$ cat src/rtl/pick_ddf_ms_n.sv
// pick_ddf_ms_n - multi-stream PICK actor with integrated input buffering.
//
// Each of PORTS data inputs writes tagged words into one FIFO per
// (port, flux) pair. One selector input writes port indices into one FIFO
// per flux. A round-robin arbiter over fluxes forwards at most one selected
// token per cycle to a single tagged output.
//
// Ports:
//   clk        rising-edge clock
//   rst        asynchronous reset, active low
//   in_wr      per-port write strobe
//   in_flux    per-port flux tag, port p at [p*FW +: FW]
//   in_data    per-port data, port p at [p*WIDTH +: WIDTH]
//   in_full    full flag of FIFO (p,f) at bit p*FLUX+f
//   sel_wr     selector write strobe
//   sel_flux   selector flux tag
//   sel_data   selector value (port index)
//   sel_full   selector FIFO full, one bit per flux
//   out_wr     output write strobe
//   out_flux   flux tag of the output token (held when idle)
//   out_data   output data (held when idle)
//   out_full   downstream full
//   badsel_cnt saturating count of bad-selector pops (only with macro)
//
// Optional feature macro: PICK_BADSEL_CNT_EN adds the badsel_cnt port.
module pick_ddf_ms_n #(
    parameter  int WIDTH = 8,
    parameter  int PORTS = 2,
    parameter  int FLUX  = 2,
    parameter  int DEPTH = 4,
    localparam int SELW  = ($clog2(PORTS) > 1) ? $clog2(PORTS) : 1,
    localparam int FW    = ($clog2(FLUX)  > 1) ? $clog2(FLUX)  : 1
) (
    input  logic                   clk,
    input  logic                   rst,
    input  logic [PORTS-1:0]       in_wr,
    input  logic [PORTS*FW-1:0]    in_flux,
    input  logic [PORTS*WIDTH-1:0] in_data,
    output logic [PORTS*FLUX-1:0]  in_full,
    input  logic                   sel_wr,
    input  logic [FW-1:0]          sel_flux,
    input  logic [SELW-1:0]        sel_data,
    output logic [FLUX-1:0]        sel_full,
    output logic                   out_wr,
    output logic [FW-1:0]          out_flux,
    output logic [WIDTH-1:0]       out_data,
`ifdef PICK_BADSEL_CNT_EN
    output logic [7:0]             badsel_cnt,
`endif
    input  logic                   out_full
);

    localparam int NQ = PORTS * FLUX;
    localparam int AW = $clog2(DEPTH);
    localparam logic [AW:0] CNT_FULL = (AW + 1)'(DEPTH);

    // Data FIFOs, indexed q = p*FLUX + f
    logic [WIDTH-1:0] r_dmem [NQ][DEPTH];
    logic [AW-1:0]    r_dwp  [NQ];
    logic [AW-1:0]    r_drp  [NQ];
    logic [AW:0]      r_dcnt [NQ];

    // Selector FIFOs, one per flux
    logic [SELW-1:0]  r_smem [FLUX][DEPTH];
    logic [AW-1:0]    r_swp  [FLUX];
    logic [AW-1:0]    r_srp  [FLUX];
    logic [AW:0]      r_scnt [FLUX];

    logic [FW-1:0]    r_rr;
    logic [WIDTH-1:0] r_last_data;
    logic [FW-1:0]    r_last_flux;

    logic [NQ-1:0]    w_dfull, w_dwr, w_drd;
    logic [FLUX-1:0]  w_sfull, w_swr, w_srd;
    logic [SELW-1:0]  w_shead [FLUX];
    logic [FLUX-1:0]  w_bad, w_cand;
    logic             w_gnt_any, w_gnt_valid;
    logic [FW-1:0]    w_gnt, w_rr_next;
    logic [WIDTH-1:0] w_sel_data;

    // Full flags come straight from the registered counts.
    always_comb begin
        w_dfull = '0;
        w_sfull = '0;
        for (int unsigned q = 0; q < NQ; q++)
            w_dfull[q] = (r_dcnt[q] == CNT_FULL);
        for (int unsigned f = 0; f < FLUX; f++)
            w_sfull[f] = (r_scnt[f] == CNT_FULL);
    end

    // Write decode: a tag matching no flux selects no FIFO, so it is dropped.
    always_comb begin
        w_dwr = '0;
        w_swr = '0;
        for (int unsigned p = 0; p < PORTS; p++)
            for (int unsigned f = 0; f < FLUX; f++)
                if (in_wr[p] && (in_flux[p*FW +: FW] == FW'(f)) && !w_dfull[p*FLUX + f])
                    w_dwr[p*FLUX + f] = 1'b1;
        for (int unsigned f = 0; f < FLUX; f++)
            if (sel_wr && (sel_flux == FW'(f)) && !w_sfull[f])
                w_swr[f] = 1'b1;
    end

    // Per-flux candidacy. A head selector matching no port is "bad"; bad
    // heads are candidates regardless of out_full, good ones need data and
    // a free downstream.
    always_comb begin
        w_shead = '{default: '0};
        w_bad   = '0;
        w_cand  = '0;
        for (int unsigned f = 0; f < FLUX; f++) begin
            w_shead[f] = r_smem[f][r_srp[f]];
            w_bad[f]   = (r_scnt[f] != '0);
            for (int unsigned p = 0; p < PORTS; p++) begin
                if (w_shead[f] == SELW'(p)) begin
                    w_bad[f]  = 1'b0;
                    w_cand[f] = (r_scnt[f] != '0) && (r_dcnt[p*FLUX + f] != '0) && !out_full;
                end
            end
            if (w_bad[f])
                w_cand[f] = 1'b1;
        end
    end

    // Round-robin grant starting at r_rr, plus the pops it implies.
    always_comb begin
        w_gnt_any   = 1'b0;
        w_gnt_valid = 1'b0;
        w_gnt       = '0;
        w_drd       = '0;
        w_srd       = '0;
        w_sel_data  = '0;
        for (int unsigned i = 0; i < FLUX; i++) begin
            if (!w_gnt_any && w_cand[(32'(r_rr) + i) % FLUX]) begin
                w_gnt_any = 1'b1;
                w_gnt     = FW'((32'(r_rr) + i) % FLUX);
            end
        end
        if (w_gnt_any) begin
            w_srd[w_gnt] = 1'b1;
            w_gnt_valid  = !w_bad[w_gnt];
            for (int unsigned p = 0; p < PORTS; p++) begin
                if (w_gnt_valid && (w_shead[w_gnt] == SELW'(p))) begin
                    w_drd[p*FLUX + 32'(w_gnt)] = 1'b1;
                    w_sel_data = r_dmem[p*FLUX + 32'(w_gnt)][r_drp[p*FLUX + 32'(w_gnt)]];
                end
            end
        end
        w_rr_next = FW'((32'(w_gnt) + 32'd1) % FLUX);
    end

    // Pointers, counts, arbitration pointer and output shadow.
    always_ff @(posedge clk or negedge rst) begin
        if (!rst) begin
            for (int unsigned q = 0; q < NQ; q++) begin
                r_dwp[q]  <= '0;
                r_drp[q]  <= '0;
                r_dcnt[q] <= '0;
            end
            for (int unsigned f = 0; f < FLUX; f++) begin
                r_swp[f]  <= '0;
                r_srp[f]  <= '0;
                r_scnt[f] <= '0;
            end
            r_rr        <= '0;
            r_last_data <= '0;
            r_last_flux <= '0;
        end else begin
            for (int unsigned q = 0; q < NQ; q++) begin
                if (w_dwr[q]) r_dwp[q] <= r_dwp[q] + AW'(1);
                if (w_drd[q]) r_drp[q] <= r_drp[q] + AW'(1);
                case ({w_dwr[q], w_drd[q]})
                    2'b10:   r_dcnt[q] <= r_dcnt[q] + (AW + 1)'(1);
                    2'b01:   r_dcnt[q] <= r_dcnt[q] - (AW + 1)'(1);
                    default: ;
                endcase
            end
            for (int unsigned f = 0; f < FLUX; f++) begin
                if (w_swr[f]) r_swp[f] <= r_swp[f] + AW'(1);
                if (w_srd[f]) r_srp[f] <= r_srp[f] + AW'(1);
                case ({w_swr[f], w_srd[f]})
                    2'b10:   r_scnt[f] <= r_scnt[f] + (AW + 1)'(1);
                    2'b01:   r_scnt[f] <= r_scnt[f] - (AW + 1)'(1);
                    default: ;
                endcase
            end
            if (w_gnt_any)
                r_rr <= w_rr_next;
            if (w_gnt_valid) begin
                r_last_data <= w_sel_data;
                r_last_flux <= w_gnt;
            end
        end
    end

    // FIFO storage; no reset needed, counts gate every read.
    always_ff @(posedge clk) begin
        for (int unsigned p = 0; p < PORTS; p++)
            for (int unsigned f = 0; f < FLUX; f++)
                if (w_dwr[p*FLUX + f])
                    r_dmem[p*FLUX + f][r_dwp[p*FLUX + f]] <= in_data[p*WIDTH +: WIDTH];
        for (int unsigned f = 0; f < FLUX; f++)
            if (w_swr[f])
                r_smem[f][r_swp[f]] <= sel_data;
    end

`ifdef PICK_BADSEL_CNT_EN
    logic [7:0] r_badsel_cnt;

    // A granted non-valid selection is by construction a bad-selector pop.
    always_ff @(posedge clk or negedge rst) begin
        if (!rst)
            r_badsel_cnt <= '0;
        else if (w_gnt_any && !w_gnt_valid && (r_badsel_cnt != 8'hFF))
            r_badsel_cnt <= r_badsel_cnt + 8'd1;
    end

    assign badsel_cnt = r_badsel_cnt;
`endif

    assign in_full  = w_dfull;
    assign sel_full = w_sfull;
    assign out_wr   = w_gnt_valid;
    assign out_data = w_gnt_valid ? w_sel_data : r_last_data;
    assign out_flux = w_gnt_valid ? w_gnt      : r_last_flux;

endmodule
$ cat config.mk
export PLATFORM = sky130hd
export DESIGN_NAME = pick_ddf_ms_n
export DESIGN_NICKNAME = d
export VERILOG_FILES = /design/src/rtl/pick_ddf_ms_n.sv
export SDC_FILE = /design/constraint.sdc
export NUM_CORES = 1
export LEC_CHECK = 0
export CORE_MARGIN = 1
export CORE_UTILIZATION = 54
export DETAILED_ROUTE_END_ITERATION = 8
export PLACE_DENSITY = 0.76
export SLEW_MARGIN = 10
export SYNTH_ARGS = -nofsm -noshare
export SYNTH_HDL_FRONTEND = slang
export SYNTH_SLANG_ARGS = --single-unit
$ cat constraint.sdc
create_clock -name clk -period 2.9 [get_ports clk]
set_clock_uncertainty 0.2 [all_clocks]
set_input_delay 0.435 -clock clk [delete_from_list [all_inputs] [get_ports clk]]
set_output_delay 0.435 -clock clk [all_outputs]
set_load 0.02 [all_outputs]
# == After elaboration in Yosys (flattened, before gate mapping) ==
# Memory sizes are Yosys's and may differ from the RTL's.
# Cells that the tools add are included.
# totals
register_bits,52
mem_bits_rw,136
in_bits,26
output_inout_bits,16
wordCells,263
n_memories,2
# op_classes
n_addsub,27
magnitude_cmp,27
eq_ne,18
n_mux,94
n_bitwise,18
reduce_logical,56
# mem_list
name,depth,word_bits,rd,rd_ports_with_merged_regs,write_ports,line,text
r_dmem,4,32,2,0,2,58,logic [WIDTH-1:0] r_dmem [NQ][DEPTH];
r_smem,2,4,2,0,1,64,logic [SELW-1:0] r_smem [FLUX][DEPTH];
# ops
op,n
$mux W32,8
$mux W8,12
$ge A33 B3 Y1 const B,2
$demux W8 S2,4
$reduce_or A32 Y1,2
$mux W1,38
$pmux W3 S2,6
$not A1 Y33,1
$not A32 Y33,1
$bmux W8 S2,2
$ge A32 B1 Y1 const B,1
$logic_and A1 B1 Y1,32
$lt A32 B3 Y1 const B,1
$ge A3 B3 Y1 const B,10
$not A2 Y3,10
$mux W4,7
$add A2 B1 Y2 const B,12
$add A3 B1 Y3 const B,6
$eq A3 B3 Y1 const B,6
$lt A3 B1 Y1 const B,6
$reduce_bool A3 Y1,6
$sub A3 B1 Y3 const B,6
$mux W2,8
$eq A2 B1 Y1 const B,6
17 further kinds,47

# == Longest topological paths before layout ==
# logic_depth
ltp_word,24
ltp_mapped,12
ltp_nobuf,11

# == Worst setup path before layout ==
# Ideal clock, no wire load.
# synth_timing
path_type,flip-flop to flip-flop
from,register r_srp[2] (netlist name)
to,register r_dcnt[11] (netlist name)
setup_time_ns,0.079
arrival_time_ns,2.960
required_ns,2.621
path_slack_ns,-0.339
path_stages_with_launch,13
n_path_buf,1
period_less_slack_ns,3.239
path_cell_list,dfrtp_1 mux4_2 nor4_4 nor2_2 mux2_4 buf_6 nor2_4 ha_1 inv_1 fa_1 xor2_1 nor2_1 xor2_1
# synth_between
elab_chain_cells,24
word_cells_on_any_way,42
classes_between,add/sub (1); order compare (4); eq/ne (2); mux (24); bitwise (4); reduce/logical (7)
# synth_lines
item,line,text
start: declaration,66,logic [AW-1:0] r_srp [FLUX];
start signal: indexed assignment,180,if (w_srd[f]) r_srp[f] <= r_srp[f] + AW'(1);
$not A2 Y3 (implied by the code) (*),112,w_shead[f] = r_smem[f][r_srp[f]];
$bmux W1 S2 (*),112,
$mux W1 (implied by the code) (*) (2 in a row),112,
branches (longest 17 deep; another with $ge A32 B1 Y1),--,
$mux W4 (*),139,if (w_gnt_any) begin
via w_drd[0],73,"logic [NQ-1:0] w_dfull, w_dwr, w_drd;"
$eq A2 B1 Y1 or $eq A2 B2 Y1 (tied branches),172,"case ({w_dwr[q], w_drd[q]})"
$pmux W3 S2 or $reduce_bool A2 Y1 (tied branches),--,
end signal: indexed assignment,173,2'b10: r_dcnt[q] <= r_dcnt[q] + (AW + 1)'(1);
end signal: indexed assignment,174,2'b01: r_dcnt[q] <= r_dcnt[q] - (AW + 1)'(1);
end: declaration,61,logic [AW:0] r_dcnt [NQ];
# Mark *: on every way through the listed nets, which the timed path passes. The select of a mux whose other input is x is not followed.
# A chain may end at the register's enable or synchronous reset.

# == Final worst setup path ==
# layout_timing
from,register r_srp[2] (netlist name)
to,output out_data[1]
# layout_between
elab_chain_cells,23
word_cells_on_any_way,45
classes_between,add/sub (1); mux (32); bitwise (7); reduce/logical (4); memory (1)
# layout_lines
item,line,text
$not A2 Y3 (implied by the code) (*),112,
$bmux W1 S2 (*),112,
$mux W1 (implied by the code) (*) (2 in a row),112,
$mux W1,115,if (w_shead[f] == SELW'(p)) begin
$mux W1 (implied by the code) (2 in a row),134,if (!w_gnt_any && w_cand[(32'(r_rr) + i) % FLUX]) begin
$mux W1,134,
$logic_not A1 Y1,134,
$logic_and A1 B1 Y1,134,
[... 5 more ...],--,
$mux W2 (implied by the code) or $not A2 Y3 (tied branches),145,w_sel_data = r_dmem[p*FLUX + 32'(w_gnt)][r_drp[p*FLUX + 32'(w_gnt)]];
$not A2 Y3 (implied by the code) or $bmux W8 S2 (tied branches),145,
$bmux W8 S2 or $mux W8 (tied branches),145,
$mux W8 (implied by the code),145,
"$mux W8, on equally long branches","145, 143",
$mux W8,143,if (w_gnt_valid && (w_shead[w_gnt] == SELW'(p))) begin
$mux W8,139,
$mux W8 (*),--,
end: declaration,46,"output logic [WIDTH-1:0] out_data,"
# Every way passes the cells marked *; elsewhere a longest branch is shown, timed or not. The select of a mux whose other input is x is not followed.

==> results.cfg <==
[timing]
rsz0062_at_grt = yes
fmax_ghz = 0.288
setup_viol = 21
hold_viol_final = 0
tightest_slew_ns = 0.615
max_slew_margin_pct = 59.0
maxSlewViolCount = 0
fin_ws_ns = -0.566
period_needed_ns = 3.47
period_share_pct = 120

[grt]
grt_pass1_wl_um = 27100
grt_start_max_net_pins = 30
antenna_found_initial = 0
grt_pass1_vias = 4891
grt_use_total_pct = 23.7
overflow = 0

[worst_setup_path]
cp.required_ns = 2.27
path_cells = mux4_2, nor4_4, nor2_2, nand3_4, buf_6, o22ai_4, buf_4, a221oi_2, buf_4
path_max_fanout = 7
worstSetupPathType = reg -> out
critPathCaptureType = primary output
start_kind = register
slowest_stage = mux4_2
cpPeakStageDelay_ns = 0.60
critPathArrivalTime_ns = 2.83
crit_path_frequent_cell = buf_4

[final_layout]
n_antenna_cell = 0
fillers = 857
post-route-util_pct = 70.5
drive_gt1_share_pct = 32.8
nNetsFinal = 668
syn2layout_area_growth_pct = 26.6
multi_input_comb_area_mm2 = 0.00288
seq_area_mm2 = 0.00539

[clock_tree]
cts_sinks = 188
h-tree-depth = 4
cts-root-buf = clkbuf_16
cts_buffers = 17
tritoncts = built
clk_latency_ns = 0.43
clk_path_buf_depth = 2
clk_pin_slew_ns = 0.07

[placed_design]
dp_hpwl_um = 11400
portBuffers = 41
place_congestion = 0.799

[power]
p_leak_uw = 0.00393
finalPower_uw = 12400
power_density_mw_per_mm2 = 1200
peakVddDrop_uv = 867

[route]
drtPass1Iterations = 9
via_count = 4501
wl_per_cell_um = 20.8
final_antenna_net_count = 0
detail_route.vias_per_cell = 5.61
first_iter_violations = 348
postRouteWirelength_um = 16700
drc = 6

[floorplan]
die_area_mm2 = 0.0156
rows = 44
die_w_um = 125
die_y_um = 125
io-pin-count = 42
coreArea_mm2 = 0.0146
initial_core_util_pct = 55.7

[status]
outcome = finished with violations
failed_checks = DRC, setup timing

[worst_hold_path]
min_path_type = in -> async

[synthesis]
synth.distinct_cells = 46
synth_flop_cell = edfxtp_1
syn_nets = 545
ys_seq_elements = 188
synth-compound-area-share_pct = 2.44
yosys.area_share.xor_xnor_pct = 4.05
synthAdderAreaFrac_pct = 6.07
synth-simple-area-share_pct = 6.92
yosysSeqAreaShare_pct = 66.0
synthMuxAreaShare_pct = 11.7
synth_top_family_by_area = multiplexers
syn_avg_cell_area_um2 = 16.9
syn_inst = 483
syn_area_mm2 = 0.00816
async_reset_ff_share_pct = 27.7
synth_edf_count = 136
ys_warn_count = 0

[run]
max-cap-violations = 0
[metal layers]
layer,share of wire (%),vias up,wire (um),global-route usage [%]
li1,-,2025,-,-
met5,0,-,0,0
met2,52,125,8770,40.1
met4,2.5,0,411,9.68
met3,3.9,26,648,4.04
met1,41,2325,6910,30.7
[cell usage after synthesis (2+ instances only)]
| master | count | area [um2] |
|---|---|---|
| o21ai_0 | 9 | 45.0 |
| ha_1 | 30 | 375 |
| xor2_1 | 15 | 131 |
| o32ai_1 | 5 | 43.8 |
| xor2_2 | 2 | 32.5 |
| buf_1 | 7 | 26.3 |
| nand2_1 | 18 | 67.6 |
| and2_1 | 24 | 150 |
| inv_1 | 38 | 143 |
| mux2i_1 | 15 | 150 |
| nand4_1 | 2 | 12.5 |
| buf_4 | 2 | 15.0 |
| and3_1 | 6 | 37.5 |
| nor3b_1 | 4 | 30.0 |
| edfxtp_1 | 136 | 4080 |
| buf_6 | 2 | 22.5 |
| mux4_2 | 34 | 766 |
| a221oi_1 | 3 | 26.3 |
| nor3_1 | 10 | 50.1 |
| nor2_1 | 15 | 56.3 |
| xnor2_1 | 19 | 166 |
| fa_1 | 6 | 120 |
| nor2_4 | 3 | 33.8 |
| a211oi_1 | 5 | 37.5 |
| dfrtp_1 | 52 | 1300 |
[per-stage QoR]
| step | worst slack (ns) | instances | TNS [ns] | hold slack, ns | instance area, um2 |
|---|---|---|---|---|---|
| floorplan | -0.295 | 483 | -2.00 | -0.0606 | 8290 |
| global placement | -0.486 | 761 | -4.87 | 0.284 | 9410 |
| detailed placement | -0.535 | 761 | -5.97 | 0.289 | 9410 |
| CTS | -0.521 | 799 | -6.10 | 0.353 | 10300 |
| global route | -0.676 | 803 | -9.38 | 0.381 | 10300 |
| finish | -0.566 | 803 | -6.52 | 0.347 | 10300 |
[where the power goes]
| group | internal, uW | switching (uW) |
|---|---|---|
| logic | 3100 | 3030 |
| registers | 3510 | 406 |
| clock network | 1290 | 1030 |
[repair_timing]
action                                 CTS  global route
setup endpoints to repair               22            23
hold buffers                             1             0
endpoints found under the hold margin   23             0
resized for setup                       85            11
setup buffers                            5             4
pin swaps                               14             1
[final timing paths]
check                               to  cells past startpoint       from  slack, ns
max                        out_data[1]                      9   r_srp[2]      -0.57
max reg2reg                  r_dcnt[2]                     12   r_srp[2]      -0.38
min                          r_scnt[5]                      2        rst       0.35
min in group clk             r_dcnt[5]                      2  r_dcnt[5]       0.35
max in group asynchronous  r_last_flux                      3        rst       1.54
min reg2reg                  r_dcnt[5]                      2  r_dcnt[5]       0.35
[state kept, by name, indices dropped and copies added, names as in the netlist]
register / flops
r_swp: 4
r_last_data: 8
r_drp: 8
r_scnt: 6
r_rr: 1
r_dmem: 128
r_dwp: 8
r_smem: 8
r_srp: 4
r_dcnt: 12
r_last_flux: 1
[area by class of cell]
class	instances	share of cell area (%)
flip-flops and latches	188	52.1
inverters	38	1.41
clock inverters	14	1.55
clock buffers	18	4.15
well taps	184	2.23
repair buffers	117	10.7
multi-input cells	244	27.8
[placed cells by master, fill, tap and decap left out, drive strengths merged, types with 10 or more instances in the layout]
cell type      count
edfxtp           136
buf               85
dfrtp             52
inv               43
mux4              34
clkdlybuf4s50     30
ha                30
and2              24
xnor2             19
nand2             19
nor2              19
clkbuf            18
xor2              17
mux2i             16
nor3              11
o21ai             10
[worst max-delay path: cells and delay by family, from the launching register on]
family / cells / cell delay, ns
AO/OA/AOI/OAI: 2 / 0.41
multiplexers: 1 / 0.60
buffers and inverters: 3 / 0.50
flip-flops: 1 / 0.38
AND/OR/NAND/NOR: 3 / 0.52
[cell families (layout without fill, tap and decap cells)]
logic type,Yosys count,count (layout)
buf+inv,51,187
mux,52,52
fa+ha+maj,36,36
xor+xnor,36,36
compound gates,26,26
flops,188,188
simple gates,94,94
(Power assumes the default switching activity.)
